### src/rtl/ddr4_cmd_packer_if.sv
// Instruction handshake and packed DFI bundle between dispatcher, packer and PHY.
// The packer attaches through the slave modport; the dispatcher/observer side uses master.
interface ddr4_cmd_packer_if #(
   parameter int unsigned ROW_WIDTH  = 17,
   parameter int unsigned BANK_WIDTH = 4,
   parameter int unsigned CS_WIDTH   = 1,
   parameter int unsigned N_SLOTS    = 4
) ();

   logic                            in_valid;
   logic                            in_ready;
   logic [31:0]                     instr;
   logic [ROW_WIDTH*N_SLOTS-1:0]    dfi_address;
   logic [BANK_WIDTH*N_SLOTS-1:0]   dfi_bank;
   logic [N_SLOTS-1:0]              dfi_act_n;
   logic [N_SLOTS-1:0]              dfi_ras_n;
   logic [N_SLOTS-1:0]              dfi_cas_n;
   logic [N_SLOTS-1:0]              dfi_we_n;
   logic [CS_WIDTH*N_SLOTS-1:0]     dfi_cs_n;
   logic [N_SLOTS-1:0]              mc_rd_cas;
   logic [N_SLOTS-1:0]              mc_wr_cas;
   logic                            bundle_valid;
   logic                            busy;
   logic                            decode_err;

   modport master (
      output in_valid, instr,
      input  in_ready, dfi_address, dfi_bank, dfi_act_n, dfi_ras_n, dfi_cas_n, dfi_we_n,
      input  dfi_cs_n, mc_rd_cas, mc_wr_cas, bundle_valid, busy, decode_err
   );

   modport slave (
      input  in_valid, instr,
      output in_ready, dfi_address, dfi_bank, dfi_act_n, dfi_ras_n, dfi_cas_n, dfi_we_n,
      output dfi_cs_n, mc_rd_cas, mc_wr_cas, bundle_valid, busy, decode_err
   );

endinterface

### src/rtl/ddr4_cmd_packer.sv
// Decodes SoftMC instructions into DDR4 pin fields and packs them into the DFI phase slots
// of one fabric cycle; WAIT instructions become idle NOP cycles.
module ddr4_cmd_packer #(
   parameter int unsigned ROW_WIDTH  = 17,
   parameter int unsigned BANK_WIDTH = 4,
   parameter int unsigned CS_WIDTH   = 1,
   parameter int unsigned N_SLOTS    = 4
) (
   input logic                 clk,
   input logic                 rst_n,
   ddr4_cmd_packer_if.slave    bus_io
);

   localparam int unsigned PtrW = (N_SLOTS > 1) ? $clog2(N_SLOTS) : 1;
   localparam logic [PtrW-1:0] LastPtr = PtrW'(N_SLOTS - 1);
   localparam int unsigned AddrW = ROW_WIDTH * N_SLOTS;
   localparam int unsigned BankW = BANK_WIDTH * N_SLOTS;
   localparam int unsigned CsW   = CS_WIDTH * N_SLOTS;

   typedef enum logic [0:0] {StFill, StWait} state_e;

   state_e             state_q, state_d;
   logic [15:0]        cnt_q, cnt_d;
   logic [PtrW-1:0]    ptr_q, ptr_d;
   logic               err_q, err_d;

   // Staging slots being filled for the next bundle
   logic [AddrW-1:0]   st_addr_q, st_addr_d;
   logic [BankW-1:0]   st_bank_q, st_bank_d;
   logic [CsW-1:0]     st_cs_n_q, st_cs_n_d;
   logic [N_SLOTS-1:0] st_act_n_q, st_act_n_d;
   logic [N_SLOTS-1:0] st_ras_n_q, st_ras_n_d;
   logic [N_SLOTS-1:0] st_cas_n_q, st_cas_n_d;
   logic [N_SLOTS-1:0] st_we_n_q, st_we_n_d;
   logic [N_SLOTS-1:0] st_rd_q, st_rd_d;
   logic [N_SLOTS-1:0] st_wr_q, st_wr_d;

   // Registered DFI bundle
   logic [AddrW-1:0]   out_addr_q, out_addr_d;
   logic [BankW-1:0]   out_bank_q, out_bank_d;
   logic [CsW-1:0]     out_cs_n_q, out_cs_n_d;
   logic [N_SLOTS-1:0] out_act_n_q, out_act_n_d;
   logic [N_SLOTS-1:0] out_ras_n_q, out_ras_n_d;
   logic [N_SLOTS-1:0] out_cas_n_q, out_cas_n_d;
   logic [N_SLOTS-1:0] out_we_n_q, out_we_n_d;
   logic [N_SLOTS-1:0] out_rd_q, out_rd_d;
   logic [N_SLOTS-1:0] out_wr_q, out_wr_d;
   logic               bv_q, bv_d;

   // Merged view: staging plus the slot written this cycle
   logic [AddrW-1:0]   m_addr;
   logic [BankW-1:0]   m_bank;
   logic [CsW-1:0]     m_cs_n;
   logic [N_SLOTS-1:0] m_act_n, m_ras_n, m_cas_n, m_we_n, m_rd, m_wr;
   logic               m_any;

   logic [3:0]            ty;
   logic                  is_ddr, is_end, is_wait;
   logic                  acc, acc_ddr, acc_wait, acc_ill, emit;
   logic [16:0]           raw_addr;
   logic                  raw_ras_n, raw_cas_n, raw_we_n, is_act;
   logic [ROW_WIDTH-1:0]  s_addr;
   logic                  s_act_n, s_ras_n, s_cas_n, s_we_n, s_rd, s_wr;
   logic                  unused_instr;

   assign bus_io.in_ready = (state_q == StFill);
   assign acc             = bus_io.in_valid & bus_io.in_ready;

   assign ty       = bus_io.instr[31:28];
   assign is_ddr   = (ty == 4'b1000) || (ty == 4'b1001);
   assign is_end   = (ty == 4'b1001);
   assign is_wait  = (ty == 4'b0001);
   assign acc_ddr  = acc & is_ddr;
   assign acc_wait = acc & is_wait;
   assign acc_ill  = acc & ~is_ddr & ~is_wait;

   assign raw_addr     = bus_io.instr[16:0];
   assign raw_ras_n    = bus_io.instr[23];
   assign raw_cas_n    = bus_io.instr[22];
   assign raw_we_n     = bus_io.instr[21];
   assign is_act       = ~raw_ras_n & raw_cas_n & raw_we_n;
   assign unused_instr = ^bus_io.instr;

   // ACT carries the upper row bits on RAS/CAS/WE; only 14 bits remain on the address pins
   always_comb begin
      if (is_act) begin
         s_act_n = 1'b0;
         s_ras_n = raw_addr[16];
         s_cas_n = raw_addr[15];
         s_we_n  = raw_addr[14];
         s_addr  = ROW_WIDTH'(raw_addr[13:0]);
         s_rd    = 1'b0;
         s_wr    = 1'b0;
      end else begin
         s_act_n = 1'b1;
         s_ras_n = raw_ras_n;
         s_cas_n = raw_cas_n;
         s_we_n  = raw_we_n;
         s_addr  = raw_addr[ROW_WIDTH-1:0];
         s_rd    = raw_ras_n & ~raw_cas_n & raw_we_n;
         s_wr    = raw_ras_n & ~raw_cas_n & ~raw_we_n;
      end
   end

   always_comb begin
      m_addr  = st_addr_q;
      m_bank  = st_bank_q;
      m_cs_n  = st_cs_n_q;
      m_act_n = st_act_n_q;
      m_ras_n = st_ras_n_q;
      m_cas_n = st_cas_n_q;
      m_we_n  = st_we_n_q;
      m_rd    = st_rd_q;
      m_wr    = st_wr_q;
      if (acc_ddr) begin
         m_addr[ptr_q*ROW_WIDTH +: ROW_WIDTH]  = s_addr;
         m_bank[ptr_q*BANK_WIDTH +: BANK_WIDTH] = bus_io.instr[17 +: BANK_WIDTH];
         m_cs_n[ptr_q*CS_WIDTH +: CS_WIDTH]     = bus_io.instr[24 +: CS_WIDTH];
         m_act_n[ptr_q] = s_act_n;
         m_ras_n[ptr_q] = s_ras_n;
         m_cas_n[ptr_q] = s_cas_n;
         m_we_n[ptr_q]  = s_we_n;
         m_rd[ptr_q]    = s_rd;
         m_wr[ptr_q]    = s_wr;
      end
   end

   // A DDR instruction may itself encode a NOP, so validity is judged per slot content
   always_comb begin
      m_any = 1'b0;
      for (int i = 0; i < N_SLOTS; i++) begin
         m_any = m_any | ~(&m_cs_n[i*CS_WIDTH +: CS_WIDTH]) | ~m_act_n[i] | ~m_ras_n[i] |
                 ~m_cas_n[i] | ~m_we_n[i] | (|m_addr[i*ROW_WIDTH +: ROW_WIDTH]) |
                 (|m_bank[i*BANK_WIDTH +: BANK_WIDTH]) | m_rd[i] | m_wr[i];
      end
   end

   // Any cycle that does not add a DDR command closes a partial bundle
   assign emit = (acc_ddr & ((ptr_q == LastPtr) | is_end)) | ((ptr_q != '0) & ~acc_ddr);

   always_comb begin
      state_d = state_q;
      cnt_d   = cnt_q;
      err_d   = err_q | acc_ill;
      unique case (state_q)
         StFill: begin
            if (acc_wait && (bus_io.instr[15:0] != 16'd0)) begin
               state_d = StWait;
               cnt_d   = bus_io.instr[15:0];
            end
         end
         StWait: begin
            cnt_d = cnt_q - 16'd1;
            if (cnt_q == 16'd1) begin
               state_d = StFill;
            end
         end
         default: state_d = StFill;
      endcase
   end

   always_comb begin
      out_addr_d  = '0;
      out_bank_d  = '0;
      out_cs_n_d  = '1;
      out_act_n_d = '1;
      out_ras_n_d = '1;
      out_cas_n_d = '1;
      out_we_n_d  = '1;
      out_rd_d    = '0;
      out_wr_d    = '0;
      bv_d        = 1'b0;
      st_addr_d   = '0;
      st_bank_d   = '0;
      st_cs_n_d   = '1;
      st_act_n_d  = '1;
      st_ras_n_d  = '1;
      st_cas_n_d  = '1;
      st_we_n_d   = '1;
      st_rd_d     = '0;
      st_wr_d     = '0;
      ptr_d       = '0;
      if (emit) begin
         out_addr_d  = m_addr;
         out_bank_d  = m_bank;
         out_cs_n_d  = m_cs_n;
         out_act_n_d = m_act_n;
         out_ras_n_d = m_ras_n;
         out_cas_n_d = m_cas_n;
         out_we_n_d  = m_we_n;
         out_rd_d    = m_rd;
         out_wr_d    = m_wr;
         bv_d        = m_any;
      end else begin
         st_addr_d  = m_addr;
         st_bank_d  = m_bank;
         st_cs_n_d  = m_cs_n;
         st_act_n_d = m_act_n;
         st_ras_n_d = m_ras_n;
         st_cas_n_d = m_cas_n;
         st_we_n_d  = m_we_n;
         st_rd_d    = m_rd;
         st_wr_d    = m_wr;
         ptr_d      = acc_ddr ? ptr_q + PtrW'(1) : ptr_q;
      end
   end

   always_ff @(posedge clk or negedge rst_n) begin
      if (!rst_n) begin
         state_q     <= StFill;
         cnt_q       <= '0;
         ptr_q       <= '0;
         err_q       <= 1'b0;
         st_addr_q   <= '0;
         st_bank_q   <= '0;
         st_cs_n_q   <= '1;
         st_act_n_q  <= '1;
         st_ras_n_q  <= '1;
         st_cas_n_q  <= '1;
         st_we_n_q   <= '1;
         st_rd_q     <= '0;
         st_wr_q     <= '0;
         out_addr_q  <= '0;
         out_bank_q  <= '0;
         out_cs_n_q  <= '1;
         out_act_n_q <= '1;
         out_ras_n_q <= '1;
         out_cas_n_q <= '1;
         out_we_n_q  <= '1;
         out_rd_q    <= '0;
         out_wr_q    <= '0;
         bv_q        <= 1'b0;
      end else begin
         state_q     <= state_d;
         cnt_q       <= cnt_d;
         ptr_q       <= ptr_d;
         err_q       <= err_d;
         st_addr_q   <= st_addr_d;
         st_bank_q   <= st_bank_d;
         st_cs_n_q   <= st_cs_n_d;
         st_act_n_q  <= st_act_n_d;
         st_ras_n_q  <= st_ras_n_d;
         st_cas_n_q  <= st_cas_n_d;
         st_we_n_q   <= st_we_n_d;
         st_rd_q     <= st_rd_d;
         st_wr_q     <= st_wr_d;
         out_addr_q  <= out_addr_d;
         out_bank_q  <= out_bank_d;
         out_cs_n_q  <= out_cs_n_d;
         out_act_n_q <= out_act_n_d;
         out_ras_n_q <= out_ras_n_d;
         out_cas_n_q <= out_cas_n_d;
         out_we_n_q  <= out_we_n_d;
         out_rd_q    <= out_rd_d;
         out_wr_q    <= out_wr_d;
         bv_q        <= bv_d;
      end
   end

   assign bus_io.dfi_address  = out_addr_q;
   assign bus_io.dfi_bank     = out_bank_q;
   assign bus_io.dfi_cs_n     = out_cs_n_q;
   assign bus_io.dfi_act_n    = out_act_n_q;
   assign bus_io.dfi_ras_n    = out_ras_n_q;
   assign bus_io.dfi_cas_n    = out_cas_n_q;
   assign bus_io.dfi_we_n     = out_we_n_q;
   assign bus_io.mc_rd_cas    = out_rd_q;
   assign bus_io.mc_wr_cas    = out_wr_q;
   assign bus_io.bundle_valid = bv_q;
   assign bus_io.busy         = (state_q == StWait);
   assign bus_io.decode_err   = err_q;

endmodule
### src/flat_wrapper.sv
// flat-port wrapper written by rule: the top's interface ports become plain ports
module ddr4_cmd_packer_flat 
#(
   parameter int unsigned ROW_WIDTH  = 17,
   parameter int unsigned BANK_WIDTH = 4,
   parameter int unsigned CS_WIDTH   = 1,
   parameter int unsigned N_SLOTS    = 4
)
  (clk, rst_n, bus_io_in_valid, bus_io_instr, bus_io_in_ready, bus_io_dfi_address, bus_io_dfi_bank, bus_io_dfi_act_n, bus_io_dfi_ras_n, bus_io_dfi_cas_n, bus_io_dfi_we_n, bus_io_dfi_cs_n, bus_io_mc_rd_cas, bus_io_mc_wr_cas, bus_io_bundle_valid, bus_io_busy, bus_io_decode_err);
  ddr4_cmd_packer_if #(.ROW_WIDTH(ROW_WIDTH), .BANK_WIDTH(BANK_WIDTH), .CS_WIDTH(CS_WIDTH), .N_SLOTS(N_SLOTS)) bus_io_i ();
  input logic clk;
  input logic rst_n;
  input wire logic [$bits(bus_io_i.in_valid)-1:0] bus_io_in_valid;
  input wire logic [$bits(bus_io_i.instr)-1:0] bus_io_instr;
  output wire logic [$bits(bus_io_i.in_ready)-1:0] bus_io_in_ready;
  output wire logic [$bits(bus_io_i.dfi_address)-1:0] bus_io_dfi_address;
  output wire logic [$bits(bus_io_i.dfi_bank)-1:0] bus_io_dfi_bank;
  output wire logic [$bits(bus_io_i.dfi_act_n)-1:0] bus_io_dfi_act_n;
  output wire logic [$bits(bus_io_i.dfi_ras_n)-1:0] bus_io_dfi_ras_n;
  output wire logic [$bits(bus_io_i.dfi_cas_n)-1:0] bus_io_dfi_cas_n;
  output wire logic [$bits(bus_io_i.dfi_we_n)-1:0] bus_io_dfi_we_n;
  output wire logic [$bits(bus_io_i.dfi_cs_n)-1:0] bus_io_dfi_cs_n;
  output wire logic [$bits(bus_io_i.mc_rd_cas)-1:0] bus_io_mc_rd_cas;
  output wire logic [$bits(bus_io_i.mc_wr_cas)-1:0] bus_io_mc_wr_cas;
  output wire logic [$bits(bus_io_i.bundle_valid)-1:0] bus_io_bundle_valid;
  output wire logic [$bits(bus_io_i.busy)-1:0] bus_io_busy;
  output wire logic [$bits(bus_io_i.decode_err)-1:0] bus_io_decode_err;
  assign bus_io_i.in_valid = bus_io_in_valid;
  assign bus_io_i.instr = bus_io_instr;
  assign bus_io_in_ready = bus_io_i.in_ready;
  assign bus_io_dfi_address = bus_io_i.dfi_address;
  assign bus_io_dfi_bank = bus_io_i.dfi_bank;
  assign bus_io_dfi_act_n = bus_io_i.dfi_act_n;
  assign bus_io_dfi_ras_n = bus_io_i.dfi_ras_n;
  assign bus_io_dfi_cas_n = bus_io_i.dfi_cas_n;
  assign bus_io_dfi_we_n = bus_io_i.dfi_we_n;
  assign bus_io_dfi_cs_n = bus_io_i.dfi_cs_n;
  assign bus_io_mc_rd_cas = bus_io_i.mc_rd_cas;
  assign bus_io_mc_wr_cas = bus_io_i.mc_wr_cas;
  assign bus_io_bundle_valid = bus_io_i.bundle_valid;
  assign bus_io_busy = bus_io_i.busy;
  assign bus_io_decode_err = bus_io_i.decode_err;
  ddr4_cmd_packer #(.ROW_WIDTH(ROW_WIDTH), .BANK_WIDTH(BANK_WIDTH), .CS_WIDTH(CS_WIDTH), .N_SLOTS(N_SLOTS)) u_core (.clk(clk), .rst_n(rst_n), .bus_io(bus_io_i));
endmodule
### config.mk
export PLATFORM = sky130hd
export DESIGN_NAME = ddr4_cmd_packer_flat
export DESIGN_NICKNAME = d
export VERILOG_FILES = /design/src/rtl/ddr4_cmd_packer_if.sv /design/src/rtl/ddr4_cmd_packer.sv /design/src/flat_wrapper.sv
export SDC_FILE = /design/constraint.sdc
export NUM_CORES = 1
export LEC_CHECK = 0
export BUFFER_PORTS_ARGS = -buffer_cell sky130_fd_sc_hd__buf_2
export CAP_MARGIN = 40
export CORE_MARGIN = 2
export CORE_UTILIZATION = 45
export CTS_BUF_LIST = sky130_fd_sc_hd__clkbuf_16
export DETAILED_ROUTE_END_ITERATION = 8
export PLACE_DENSITY = 0.65
export SYNTH_ARGS = -nofsm -noshare
export SYNTH_HDL_FRONTEND = slang
export SYNTH_SLANG_ARGS = --single-unit
### constraint.sdc
create_clock -name clk -period 6.3 [get_ports clk]
set_clock_uncertainty 0.15 [all_clocks]
set_input_delay 0.945 -clock clk [delete_from_list [all_inputs] [get_ports clk]]
set_output_delay 0.945 -clock clk [all_outputs]
set_load 0.03 [all_outputs]
== Word-level counts from Yosys, hierarchy flattened ==
Cells that the tools add are included.
Operators by class
  $mul: 1
  divide/modulo/power cells: 0
  multiplexer cells: 53
  eq/ne operators: 6
  order comparisons: 2
  reduce and logical (&&, ||, !) cells: 14
  bitwise operators: 77
  add/sub/neg operators: 5
  shift-type cells: 6
Operators by type and width (number)
  $mux W68: 3
  $mux W4: 21
  $bwmux W68: 1
  $reduce_or A17 Y1: 4
  $shift A17 B34 Y68 const A: 1
  $shiftx A17 B34 Y68: 1
  $mux W16: 4
  $or A1 B1 Y1: 38
  $neg A2 Y34: 1
  $neg A4 Y34: 1
  $neg A7 Y34: 1
  $shift A1 B34 Y4 const A: 1
  $shift A4 B34 Y16 const A: 1
  $shiftx A1 B34 Y4: 1
  $shiftx A4 B34 Y16: 1
  $pmux W16 S2: 1
  $bwmux W4: 7
  $not A1 Y1: 27
  $mux W17: 1
  $bwmux W16: 1
  $eq A16 B1 Y1 const B: 1
  $reduce_bool A16 Y1: 1
  $reduce_or A4 Y1: 4
  $sub A16 B1 Y16 const B: 1
  16 further kinds: 40
Word-level totals
  output and inout port bits: 116
  bits in latches: 0
  register bits: 245
  memories: 0
  memory bits (writable): 0
  input bits: 35
  ROM bits: 0

== Depth between registers and ports, before layout ==
  depth after elaboration: 43
  mapped depth: 10
  mapped depth without buffers: 9

== Worst setup path before layout ==
No wires, ideal clock.
  path kind: in2reg
  start point: in bus_io_instr[29]
  end point: reg u_core.bv_q (netlist: u_core.bus_io.bundle_valid)
  arrival: 2727 ps
  setup slack: 3285 ps
  data required time: 6011 ps
  stages on the path: 8
  path buffers: 1
  cell sequence: nor4b_4 > and3_1 > buf_4 > mux2_2 > nor4b_2 > nand3b_1 > nor4_1 > a21oi_1
On the way
  cells in the longest elaborated chain, start to end: 41
  elaborated cells on any way between the ends: 82
  those cells by class: eq/ne (2); mux (10); bitwise (61); reduce/logical (9)
RTL lines
  start, declared: line flat_wrapper.sv:14  | input wire logic [$bits(bus_io_i.instr)-1:0] bus_io_instr;
  $eq A4 B4 Y1 (on tied branches): line ddr4_cmd_packer.sv:70, ddr4_cmd_packer.sv:71
  $logic_or A1 B1 Y1: line ddr4_cmd_packer.sv:70  | assign is_ddr = (ty == 4'b1000) || (ty == 4'b1001);
  $and A1 B1 Y1: line ddr4_cmd_packer.sv:73  | assign acc_ddr = acc & is_ddr;
  $mux W4: line ddr4_cmd_packer.sv:115  | if (acc_ddr) begin
  $not A1 Y1: line ddr4_cmd_packer.sv:132  | m_any = m_any | ~(&m_cs_n[i*CS_WIDTH +: CS_WIDTH]) | ~m_act_n[i] | ~m_ras_n[i] |
  $or A1 B1 Y1 (3 in series): line ddr4_cmd_packer.sv:132
  $or A1 B1 Y1 (3 in series): line ddr4_cmd_packer.sv:133  | ~m_cas_n[i] | ~m_we_n[i] | (|m_addr[i*ROW_WIDTH +: ROW_WIDTH]) |
  $or A1 B1 Y1 (2 in series): line ddr4_cmd_packer.sv:134  | (|m_bank[i*BANK_WIDTH +: BANK_WIDTH]) | m_rd[i] | m_wr[i];
  (+9 left out)
  $or A1 B1 Y1 (4 in series): line ddr4_cmd_packer.sv:132
  $or A1 B1 Y1 (3 in series): line ddr4_cmd_packer.sv:133
  $or A1 B1 Y1 (2 in series): line ddr4_cmd_packer.sv:134
  $or A1 B1 Y1 (4 in series): line ddr4_cmd_packer.sv:132
  $or A1 B1 Y1 (3 in series): line ddr4_cmd_packer.sv:133
  $or A1 B1 Y1 (2 in series): line ddr4_cmd_packer.sv:134
  $mux W1 (*): line ddr4_cmd_packer.sv:183  | if (emit) begin
  named net u_core.bv_d: line ddr4_cmd_packer.sv:48  | logic bv_q, bv_d;
  end signal, assigned: line ddr4_cmd_packer.sv:256  | bv_q <= bv_d;
  end, declared: line ddr4_cmd_packer.sv:48
Mark *: on every way through the listed nets, which the timed path passes. The rest lies on a longest branch.
A chain may end at the register's enable or synchronous reset.

== Final worst setup path ==
  start point: reg u_core.state_q (netlist: u_core.bus_io.busy)
  end point: reg u_core.bv_q (netlist: u_core.bus_io.bundle_valid)
On the way
  cells in the longest elaborated chain, start to end: 41
  elaborated cells on any way between the ends: 80
  those cells by class: mux (10); bitwise (62); reduce/logical (8)
RTL lines
  start, declared: line ddr4_cmd_packer.sv:22  | state_e state_q, state_d;
  start signal, assigned: line ddr4_cmd_packer.sv:210  | state_q <= StFill;
  start signal, assigned: line ddr4_cmd_packer.sv:234  | state_q <= state_d;
  $not A1 Y1 (*): line ddr4_cmd_packer.sv:66  | assign bus_io.in_ready = (state_q == StFill);
  $and A1 B1 Y1 (*): line ddr4_cmd_packer.sv:67  | assign acc = bus_io.in_valid & bus_io.in_ready;
  $and A1 B1 Y1 (*): line ddr4_cmd_packer.sv:73
  $mux W4: line ddr4_cmd_packer.sv:115
  $not A1 Y1: line ddr4_cmd_packer.sv:132
  $or A1 B1 Y1 (3 in series): line ddr4_cmd_packer.sv:132
  $or A1 B1 Y1 (3 in series): line ddr4_cmd_packer.sv:133
  $or A1 B1 Y1 (2 in series): line ddr4_cmd_packer.sv:134
  (+9 left out)
  $or A1 B1 Y1 (4 in series): line ddr4_cmd_packer.sv:132
  $or A1 B1 Y1 (3 in series): line ddr4_cmd_packer.sv:133
  $or A1 B1 Y1 (2 in series): line ddr4_cmd_packer.sv:134
  $or A1 B1 Y1 (4 in series): line ddr4_cmd_packer.sv:132
  $or A1 B1 Y1 (3 in series): line ddr4_cmd_packer.sv:133
  $or A1 B1 Y1 (2 in series): line ddr4_cmd_packer.sv:134
  $mux W1 (*): line ddr4_cmd_packer.sv:183
  named net u_core.bv_d: line ddr4_cmd_packer.sv:48
Marks and branches as above.

==> metrics.md <==
| Metric | Value |
|---|---|
| Synth cell count leaders | 224 x nor2_1, 205 x dfrtp_1, 96 x a21oi_1 |
| Full die area | 0.02395 mm2 |
| Worst hold-check slack | 0.3265 ns |
| Worst Setup Path Type | register to register |
| Max frequency | 286.0 MHz |
| Yosys warns | 0 |
| DRT Pass-1 Iters | 5 |
| Relative slew slack | 38.03% |
| Worst EP required | around 6.5 ns |
| Largest family of logic cells by synthesized area | simple AND/OR/NAND/NOR gates |
| Avg Inst Size Synth | 10.01 um2 |
| Clock Power Share | 44.8% |
| CTS Buffer Depth | 3 |
| Total power | 3060 uW |
| Core ar. | 0.02250 mm2 |
| Simple-gate share of the synthesized area | 22.59% |
| Logic gate share of total power | 3.5% |
| P&R area growth vs syn | 17.06% |
| Fin. max-slew vios | 0 |
| # DRC | 0 |
| Net count after synthesis | approximately 1100 |
| Critical path endpoint category | register |
| Setup Total Neg Slack | 0 ns |
| Yosys reg bits | 245 |
| Static Leak | 0.006057 uW |
| Post-route ant nets | 0 |
| Grt ovf | 0 |
| Reg clk slew, reported paths | roughly 0.060 ns |
| Top-count cell post-synth | nor2_1 |
| Period utilization | between 50% and 60% |
| Hold_buf cts | 0 |
| Post-DP Area | 0.01121 mm2 |
| CTS tree | yes |
| Io pins | 151 |
| Root Buffer Master | clkbuf_16 |
| Startpoint Class | register |
| Post-Synthesis Cells | 1022 |
| Unrepaired setup endpoints after global routing | false |
| Synth Flop Type | dfrtp_1 |
| Vias | a little over 8000 |
| Number of synthesized flops with an enable pin | 0 |
| Synth Area in Adders | 0.7341% |
| Psw | ~690 uW |
| Initial Utilization | roughly 45% |
| Top cells by area, synth | dfrtp_1 50%, dfstp_2 10%, nor2_1 8.2%, a21oi_1 4.7%, and3_1 3.8% |
| Max_cap viols | 0 |
| Area leader, netlist | dfrtp_1 |
| Post-CTS setup buffer count | 0 |
| Share of power burned in registers | 51.7% |
| First-pass GRT wire length | 45.44 mm |
| Initial antenna violation count | 2 |
| Pin count of the biggest net entering global routing | 130 |
| Total Routing Usage GR | 24.48% |
| Final #Nets | 1185 |
| Final hold violation count | 0 |
| Crit path time final | ~3.5 ns |
| Port Buf Inserts | 147 |
| Least-Margin Pin Slew | 0.9252 ns |
| Synth top area share | around half |
| Post-synthesis compound-gate area fraction | between 10% and 20% |
| Num rows | 55 |
| Register area share after synthesis | roughly three fifths |
| CTS Sinks | between 200 and 250 |
| WL/cell | 20.50 um |
| Layout cells sized above 1 | 21.32% |
| Resized cells post-CTS | 0 |
| DRT Wirelength | 29.71 mm |
| Endpoints failing setup | 0 |
| Power per cell area | 255.7 mW/mm2 |
| DR iter-0 viols | 806 |
| Internal | around 2400 uW |
| Gpl congestion | slightly above 0.9 |
| Ys async rst share | 100.0% |
| Maximum vdd drop | 0.1339 mV |
| Sw Share | 22.59% |
| Insertion delay to the later sink of the worst-skew pair | 0.52 ns |
| CP cell instances | or4b_4 > nor2_4 > mux2i_1 > nor4b_2 > nand3b_1 > nor4_1 > a21oi_1 |
| Netlist Area Pre-Place | 0.01023 mm2 |
| Finished Cell Area | 0.01197 mm2 |
| Mux share of post-synthesis cell area | 1.970% |
| Largest stage delay, worst path | 0.79 ns |
| Xor/xnor share of the synthesized area | 0.6852% |
| CP Buf/Inv Count | 0 |
| CP delay by family, top | simple AND/OR/NAND/NOR gates |
| Vias in the first global route | 7904 |
| Hold Path Class | register to register |
| Filler cell count in the final layout | around 2100 |
| Netlist cell types | 58 |
| CTS Buf Count | 26 |
| DR vias/cell | 5.665 |
| Util after Layout | between 50% and 60% |
| DP HPWL | 18.88 mm |
| Width of the die | 154.7 um |
| Status | complete, no violations |
| H-tree Lvls | 1 |
| Worst path slowest cell | or4b_4 |
| Die Y | 154.7 um |
| Data arrival, critical path | 3.72 ns |
| Worst Path Max Fanout | 28 |
==> logic make-up after synthesis <==
logic type                 Yosys count
AOI/OAI and AO/OA                  187
xor gates and xnor gates             8
adders and majority gates            6
buffers and inverters               76
DFF                                245
muxes                               20
and+or+nand+nor                    480
==> through the flow <==
stage | cells | setup slack, ns
6_report | 1449 | 2.803
5_1_grt | 1449 | 2.647
4_1_cts | 1448 | 2.867
3_5_place_dp | 1401 | 2.681
3_3_place_gp | 1398 | 2.266
2_1_floorplan | 1022 | 3.285
==> state kept, by name (all words and copies together) (netlist names), 2 cells and up <==
register / flops
u_core.ptr_q: 2
u_core.bus_io.dfi_ras_n: 4
u_core.bus_io.dfi_cas_n: 4
u_core.bus_io.dfi_we_n: 4
u_core.st_ras_n_q: 4
u_core.st_rd_q: 4
u_core.cnt_q: 16
u_core.bus_io.mc_rd_cas: 4
u_core.st_bank_q: 16
u_core.st_we_n_q: 4
u_core.bus_io.dfi_address: 68
u_core.st_cs_n_q: 4
u_core.bus_io.dfi_bank: 16
u_core.bus_io.dfi_act_n: 4
u_core.bus_io.mc_wr_cas: 4
u_core.st_addr_q: 68
u_core.st_cas_n_q: 4
u_core.st_act_n_q: 4
u_core.bus_io.dfi_cs_n: 4
u_core.st_wr_q: 4
==> placed cells by master (no fill, tap or decap), types with 7 or more instances in the layout <==
cell and count:
nor2_1 224, dfrtp_1 205, buf_2 146, a21oi_1 96, nand2_1 76, and3_1 62
dfstp_2 40, o21ai_0 38, clkbuf_16 27, nor4_1 21, and2_1 20, mux2i_1 19
a31oi_1 17, nor3_1 14, inv_1 13, buf_4 13, nand3_1 11, clkinv_1 10
nand3b_1 8, nand4_1 7
==> final cells by class <==
cell class,count,area (um2),share of cell area (%)
Tap cell,285,356.6,2.979
Multi-Input combinational cell,701,3749,31.32
Antenna cell,1,2.502,0.02091
Inverter,8,30.03,0.2509
Clock inverter,20,85.08,0.7108
Sequential cell,245,6181,51.64
Clock buffer,27,675.6,5.644
Timing Repair Buffer,162,890.9,7.442
==> layer usage <==
metal | track usage (%) | wire length [um] | vias up
met4 | 7.937 | 891 | 0
met2 | 36.69 | 13150 | 384
met5 | 0 | 0 | -
li1 | - | - | 3740
met1 | 35.97 | 13100 | 4018
met3 | 4.931 | 2571 | 67
==> path summary, 6_finish.rpt <==
check / from / to / slack, ns / depth (start not counted)
worst max-delay path: u_core.bus_io.busy / u_core.bus_io.bundle_valid / 2.80 / 7
worst min-delay path: u_core.bus_io.decode_err / u_core.bus_io.decode_err / 0.33 / 1
worst max register to register: u_core.bus_io.busy / u_core.bus_io.bundle_valid / 2.80 / 7
worst min register to register: u_core.bus_io.decode_err / u_core.bus_io.decode_err / 0.33 / 1
max in group asynchronous: rst_n / u_core.bus_io.dfi_address[61] / 4.48 / 2
min in group asynchronous: rst_n / u_core.bus_io.dfi_address[21] / 0.34 / 1
==> power groups by stage <==
stage               sequential (uW)  clock (uW)  combinational [uW]
finish                         1580        1370                 108
floorplan                      1610           0                22.8
global placement               1610           0                 105
CTS                            1580        1390                 107
detailed placement             1610           0                 107
global route                   1580        1470                 115
No activity file was read; power rests on OpenSTA's default activity.
